### src/rtl/demux8_3_reg_pkg.sv
// Shared definitions for the registered 1-to-8 distributor.
//   N_CH   : number of output channels
//   SEL_W  : width of the destination select
//   STAT_W : width of each per-channel delivered-beat counter
//   slot_state_t : per-slot occupancy state
package demux8_3_reg_pkg;

    localparam int unsigned N_CH   = 8;
    localparam int unsigned SEL_W  = 3;
    localparam int unsigned STAT_W = 16;

    typedef enum logic {
        SLOT_EMPTY = 1'b0,
        SLOT_FULL  = 1'b1
    } slot_state_t;

endpackage

### src/rtl/demux8_3_reg_slot.sv
// demux_slot: one-entry W-bit register slot with valid/ready drain.
//   clk   in   clock
//   rst   in   asynchronous active-high reset
//   load  in   write din into the slot this cycle
//   ready in   consumer accepts the held beat this cycle
//   din   in   W-bit payload to load
//   valid out  slot holds a beat
//   dout  out  held payload, stable until drained or reloaded
module demux_slot
    import demux8_3_reg_pkg::*;
#(
    parameter int unsigned W = 32
) (
    input  logic         clk,
    input  logic         rst,
    input  logic         load,
    input  logic         ready,
    input  logic [W-1:0] din,
    output logic         valid,
    output logic [W-1:0] dout
);

    slot_state_t state, state_nxt;
    logic        drain;

    assign valid = (state == SLOT_FULL);
    assign drain = valid & ready;

    always_ff @(posedge clk or posedge rst) begin
        if (rst) begin
            state <= SLOT_EMPTY;
        end else begin
            state <= state_nxt;
        end
    end

    // Simultaneous drain and load keeps the slot full with the new beat.
    always_comb begin
        state_nxt = state;
        case (state)
            SLOT_EMPTY: if (load)           state_nxt = SLOT_FULL;
            SLOT_FULL:  if (drain && !load) state_nxt = SLOT_EMPTY;
            default:                        state_nxt = SLOT_EMPTY;
        endcase
    end

    always_ff @(posedge clk or posedge rst) begin
        if (rst) begin
            dout <= '0;
        end else if (load) begin
            dout <= din;
        end
    end

endmodule

### src/rtl/demux8_3_reg.sv
// demux8_3_reg: registered 1-to-8 distributor. One valid/ready source stream
// with a 3-bit destination select feeds eight independent one-entry slots,
// each drained by its own valid/ready handshake. One cycle of latency.
//   clk        in   clock
//   rst        in   asynchronous active-high reset
//   in_valid   in   source beat present
//   in_ready   out  addressed slot can accept this cycle
//   in_sel     in   destination channel 0..7
//   in_data    in   W-bit payload
//   out_valid  out  bit i: slot i holds a beat
//   out_ready  in   bit i: consumer i accepts slot i
//   out_data   out  slot i payload at [i*W +: W]
//   stat_cnt   out  per-channel delivered-beat counters (only with DEMUX8_STATS_EN)
// Optional feature macro: DEMUX8_STATS_EN
module demux8_3_reg
    import demux8_3_reg_pkg::*;
#(
    parameter int unsigned W = 32
) (
    input  logic                   clk,
    input  logic                   rst,
    input  logic                   in_valid,
    output logic                   in_ready,
    input  logic [SEL_W-1:0]       in_sel,
    input  logic [W-1:0]           in_data,
    output logic [N_CH-1:0]        out_valid,
    input  logic [N_CH-1:0]        out_ready,
    output logic [N_CH*W-1:0]      out_data
`ifdef DEMUX8_STATS_EN
    ,
    output logic [N_CH*STAT_W-1:0] stat_cnt
`endif
);

    logic [N_CH-1:0] load;

    // Depends only on in_sel and out_ready, never on in_valid.
    assign in_ready = ~out_valid[in_sel] | out_ready[in_sel];

    always_comb begin
        load = '0;
        for (int unsigned i = 0; i < N_CH; i++) begin
            load[i] = in_valid & in_ready & (in_sel == i[SEL_W-1:0]);
        end
    end

    for (genvar g = 0; g < N_CH; g++) begin : g_slot
        demux_slot #(.W(W)) u_slot (
            .clk   (clk),
            .rst   (rst),
            .load  (load[g]),
            .ready (out_ready[g]),
            .din   (in_data),
            .valid (out_valid[g]),
            .dout  (out_data[g*W +: W])
        );
    end

`ifdef DEMUX8_STATS_EN
    logic [N_CH-1:0] drain;

    assign drain = out_valid & out_ready;

    // Counters wrap naturally at 2^STAT_W.
    always_ff @(posedge clk or posedge rst) begin
        if (rst) begin
            stat_cnt <= '0;
        end else begin
            for (int unsigned i = 0; i < N_CH; i++) begin
                if (drain[i]) begin
                    stat_cnt[i*STAT_W +: STAT_W] <= stat_cnt[i*STAT_W +: STAT_W] + 1'b1;
                end
            end
        end
    end
`else
    // Statistics disabled: no counter state.
`endif

endmodule
### config.mk
export PLATFORM = sky130hd
export DESIGN_NAME = demux8_3_reg
export DESIGN_NICKNAME = d
export VERILOG_FILES = /design/src/rtl/demux8_3_reg_pkg.sv /design/src/rtl/demux8_3_reg_slot.sv /design/src/rtl/demux8_3_reg.sv
export SDC_FILE = /design/constraint.sdc
export NUM_CORES = 1
export LEC_CHECK = 0
export BUFFER_PORTS_ARGS = -buffer_cell sky130_fd_sc_hd__buf_2
export CAP_MARGIN = 10
export CORE_MARGIN = 2
export CORE_UTILIZATION = 45
export DETAILED_ROUTE_END_ITERATION = 7
export GPL_TIMING_DRIVEN = 0
export PLACE_DENSITY = 0.81
export SYNTH_ARGS = -nofsm -noshare
export SYNTH_HDL_FRONTEND = slang
export SYNTH_SLANG_ARGS = --single-unit
### constraint.sdc
create_clock -name clk -period 8.1 [get_ports clk]
set_input_delay 0.405 -clock clk [delete_from_list [all_inputs] [get_ports clk]]
set_output_delay 0.405 -clock clk [all_outputs]
set_load 0.1 [all_outputs]
# Word-level counts from Yosys, hierarchy flattened
# Index checks and enable logic that the tools add are counted.
[word_totals]
regBits = 264
out_inout_bits = 265
[classes]
magnitude_cmp = 1
n_eq_ne = 7
muxes = 28
n_bitwise = 27
n_reduce_logical = 17
[op_table]
columns = ["op", "count"]
rows = [
  ["1-bit two-way mux", 18],
  ["1-bit AND", 17],
  ["1-bit case mux with 2 select lines", 8],
  ["3-bit == test, second input constant", 4],
  ["1-bit NOT", 9],
  ["1-bit logical AND", 8],
  ["1-bit logical NOT", 8],
  ["1-bit binary-select mux with 3-bit select", 2],
  ["3-bit by 2-bit == test with 1-bit output, second input constant", 2],
  ["3-bit by 4-bit < comparator with 1-bit output, second input constant", 1],
  ["3-bit by 1-bit == test with 1-bit output, second input constant", 1],
  ["3-bit logical NOT", 1],
  ["1-bit bitwise OR", 1],
]

# Longest topological paths before layout
[logic_depth]
word_depth = 10
mapped_depth = 6

# Modules after synthesis
# Synthesis repeated with hierarchy kept, for this count alone.
[hier_totals]
hier_cells = 609
area_unflattened_um2 = 11323.4
[by_module_without_submodules]
columns = ["mod", "instances", "cells_each", "area_per_inst_um2"]
rows = [
  ["demux_slot", 8, 72, 1381.3],
  ["demux8_3_reg", 1, 33, 272.8],
]

# Worst setup path after synthesis
# Ideal clock, no wire load.
[synth_timing]
kind = "input-to-output"
startpoint = "input port out_ready[3]"
endpoint = "output port in_ready"
t_arrival_ps = 1637
setup_slack_ps = 6058
path_stages = 3
n_path_buf = 0
path_cell_list = "or2b_2 > mux4_2 > mux2_2"
[synth_via]
elab_chain_len = 3
[synth_rtl]
columns = ["element", "line", "text"]
rows = [
  ["start: declaration", "demux8_3_reg.sv:27", "input logic [N_CH-1:0] out_ready,"],
  ["1-bit binary-select mux with 3-bit select", "demux8_3_reg.sv:38", "assign in_ready = ~out_valid[in_sel] | out_ready[in_sel];"],
  ["1-bit two-way mux (implied by the code)", "demux8_3_reg.sv:38", ""],
  ["1-bit bitwise OR", "demux8_3_reg.sv:38", ""],
  ["end: declaration", "demux8_3_reg.sv:23", "output logic in_ready,"],
]
# Every way passes these cells. The select of a mux whose other input is x is not followed.

# Final worst setup path
[layout_timing]
startpoint = "register g_slot[3].u_slot.state"
endpoint = "output port in_ready"
[layout_via]
elab_chain_len = 4
[layout_rtl]
columns = ["element", "line", "text"]
rows = [
  ["start: declaration", "demux8_3_reg_slot.sv:23", "slot_state_t state, state_nxt;"],
  ["start signal: assignment", "demux8_3_reg_slot.sv:33", "state <= state_nxt;"],
  ["1-bit binary-select mux with 3-bit select", "demux8_3_reg.sv:38", ""],
  ["1-bit two-way mux (implied by the code)", "demux8_3_reg.sv:38", ""],
  ["1-bit NOT", "demux8_3_reg.sv:38", ""],
  ["1-bit bitwise OR", "demux8_3_reg.sv:38", ""],
]
# Every way passes these cells. The select of a mux whose other input is x is not followed.

==> reports/metrics.yaml <==
ios: 311
crit_required_ns: 7.70
worstSetupStartpoint: "g_slot[3].u_slot.valid"
status: "complete, no violations"
setup_violations: 0
fin_setup_tns_ns: 0
period_share_pct: 32.51
netlist_area_mm2: 0.01008
worst_pin_slew_ns: 0.6307
grt_max_degree: 94
syn_area_per_cell_um2: 17.00
finalInstanceArea_mm2: 0.01297
slowest_delay_ns: 0.46
drt_iter0_drc: 187
yosys_warnings: 0
rsz0062_at_grt: "no"
grt_pass1_vias: 6572
final_cell_mix: "buf_2, dfrtp_1, mux2_2"
ys_types: 24
die_x_um: 153.7
async_flop_share_pct: 100.0
dpl.hpwl_um: 17310
core_mm2: 0.02189
cp_cell_sequence: "or2b_2, mux4_2, mux2_2, buf_2"
synth_cells: 593
syn-num-nets: 639
gp_congestion: 0.7730
cts.path.max_buffers: 3
clock.fmax_mhz: 379.8
die_h_um: 153.7
cp_slowest_cell: "mux4_2"
n_fill_cell: 1699
track_usage_pct: 20.84
htreeDepth: 1
wl_per_cell_um: 20.39
place.port_buffers: 309
via_per_inst: 5.084
cts_tree: "yes"
clock_latency_ns: 0.52
gr-total-overflow: 0
cts.sink_count: 264
numCtsBuffers: 27
r2r-start: "g_slot[7].u_slot.valid"
nets: 980
drtPass1Iterations: 4
whs_ns: 0.1880
postPlaceCellArea_mm2: 0.01204
yosys_most_used_dff: "dfrtp_1"
multi_input_area_mm2: 0.003189
synth-edff-count: 0
critical_path.max_fanout: 4
crit_path_end_kind: "output port"
startpoint_type: "flop"
crit_arrival_ns: 2.23
ys_seq_area_share_pct: 65.52
synth-seq-cells: 264
postCtsSetupBuffers: 0
vias: 6268
finalHoldViolations: 0
grt_pass1_wl_um: 38720
cts_root_buf: "clkbuf_16"
hold_start: "out_ready[6]"
area_delta_synth_final_pct: 28.68
seq_area_mm2: 0.006606
antenna_found_initial: 0
drive_gt1_share_pct: 68.10
ant_nets: 0
min_period_ns: 2.633
drc: 0
rows: 54
path_class: "reg -> out"
drt-total-wl_um: 25140
finClkSkew_ns: 0.005583
slew_headroom_pct: 57.95
layout.cells.most_common: "buf_2"
die_area_mm2: 0.02362
drv_cap: 0
clkTransAtPathRegs_ns: 0.06
diodes: 0
holdCritPathClass: "in -> reg"
floorplan.initialDensity_pct: 46.06
slew_viol_final: 0
[cell families after synthesis]
group	share of synthesized area, %
simple gates	2.109
flops	65.52
compound gates	0.1489
buf+inv	2.854
mux	29.37
[cell type report]
cell class | instances | area share, %
multi-input combinational | 291 | 24.58
inverter | 1 | 0.08679
timing repair buffer | 312 | 12.42
tap | 280 | 2.700
clock inverter | 6 | 0.8486
sequential | 264 | 50.92
clock buffer | 42 | 6.258
buffer | 37 | 2.189
[final timing paths]
kind | endpoint | slack (ns) | cells after the start
max in group asynchronous | g_slot[5].u_slot.dout[2] | 6.72 | 4
worst max register to register | g_slot[7].u_slot.dout[27] | 6.42 | 4
worst max-delay path | in_ready | 5.47 | 4
min in group asynchronous | g_slot[6].u_slot.dout[19] | 0.53 | 3
worst min-delay path | g_slot[6].u_slot.valid | 0.19 | 3
worst min register to register | g_slot[7].u_slot.dout[31] | 0.49 | 1
[worst max-delay path, delay by kind of cell, from the launching register on]
| kind | cells | cell delay [ns] |
|---|---|---|
| buf+inv | 1 | 0.29 |
| flops | 1 | 0.35 |
| mux | 2 | 0.74 |
| simple gates | 1 | 0.32 |
[synthesized netlist by cell type, types with 2 or more instances]
cell type | n | area share [%]
and3b_1 | 2 | 0.17
buf_2 | 12 | 0.60
buf_4 | 16 | 1.2
buf_6 | 7 | 0.78
dfrtp_1 | 264 | 66
mux2_1 | 7 | 0.78
mux2_2 | 244 | 27
mux2_4 | 6 | 0.89
mux4_2 | 2 | 0.45
nand2_1 | 9 | 0.34
nand2b_1 | 7 | 0.43
nand3_2 | 2 | 0.20
nor2b_1 | 2 | 0.12
o21ai_0 | 3 | 0.15
[flip-flops by register name, indices dropped and copies added, names as in the netlist]
name,count
g_slot.u_slot.valid,8
g_slot.u_slot.dout,256
[repair_timing]
action,CTS,global route
gates resized for setup,0,0
hold endpoints to repair,2,0
hold buffers,1,0
[per-stage QoR]
step	instances	util (%)	worst slack, ns
2_1_floorplan	593	-	0.4264
3_3_place_gp	1182	54.73	-2.255
3_5_place_dp	1184	55.01	5.853
4_1_cts	1233	59.27	5.432
5_1_grt	1233	59.27	5.405
6_report	1233	59.27	5.467
[layer usage]
| metal | vias up | global-route usage, % | part of all wire (%) |
|---|---|---|---|
| met1 | 3232 | 27.60 | 42 |
| met5 | - | 0 | 0 |
| met2 | 239 | 34.56 | 48 |
| li1 | 2772 | - | - |
| met3 | 25 | 6.088 | 8.2 |
| met4 | 0 | 4.150 | 1.3 |
Power is not shown: default switching activity piles up to over one toggle a cycle in this logic, so the estimate is an artifact.
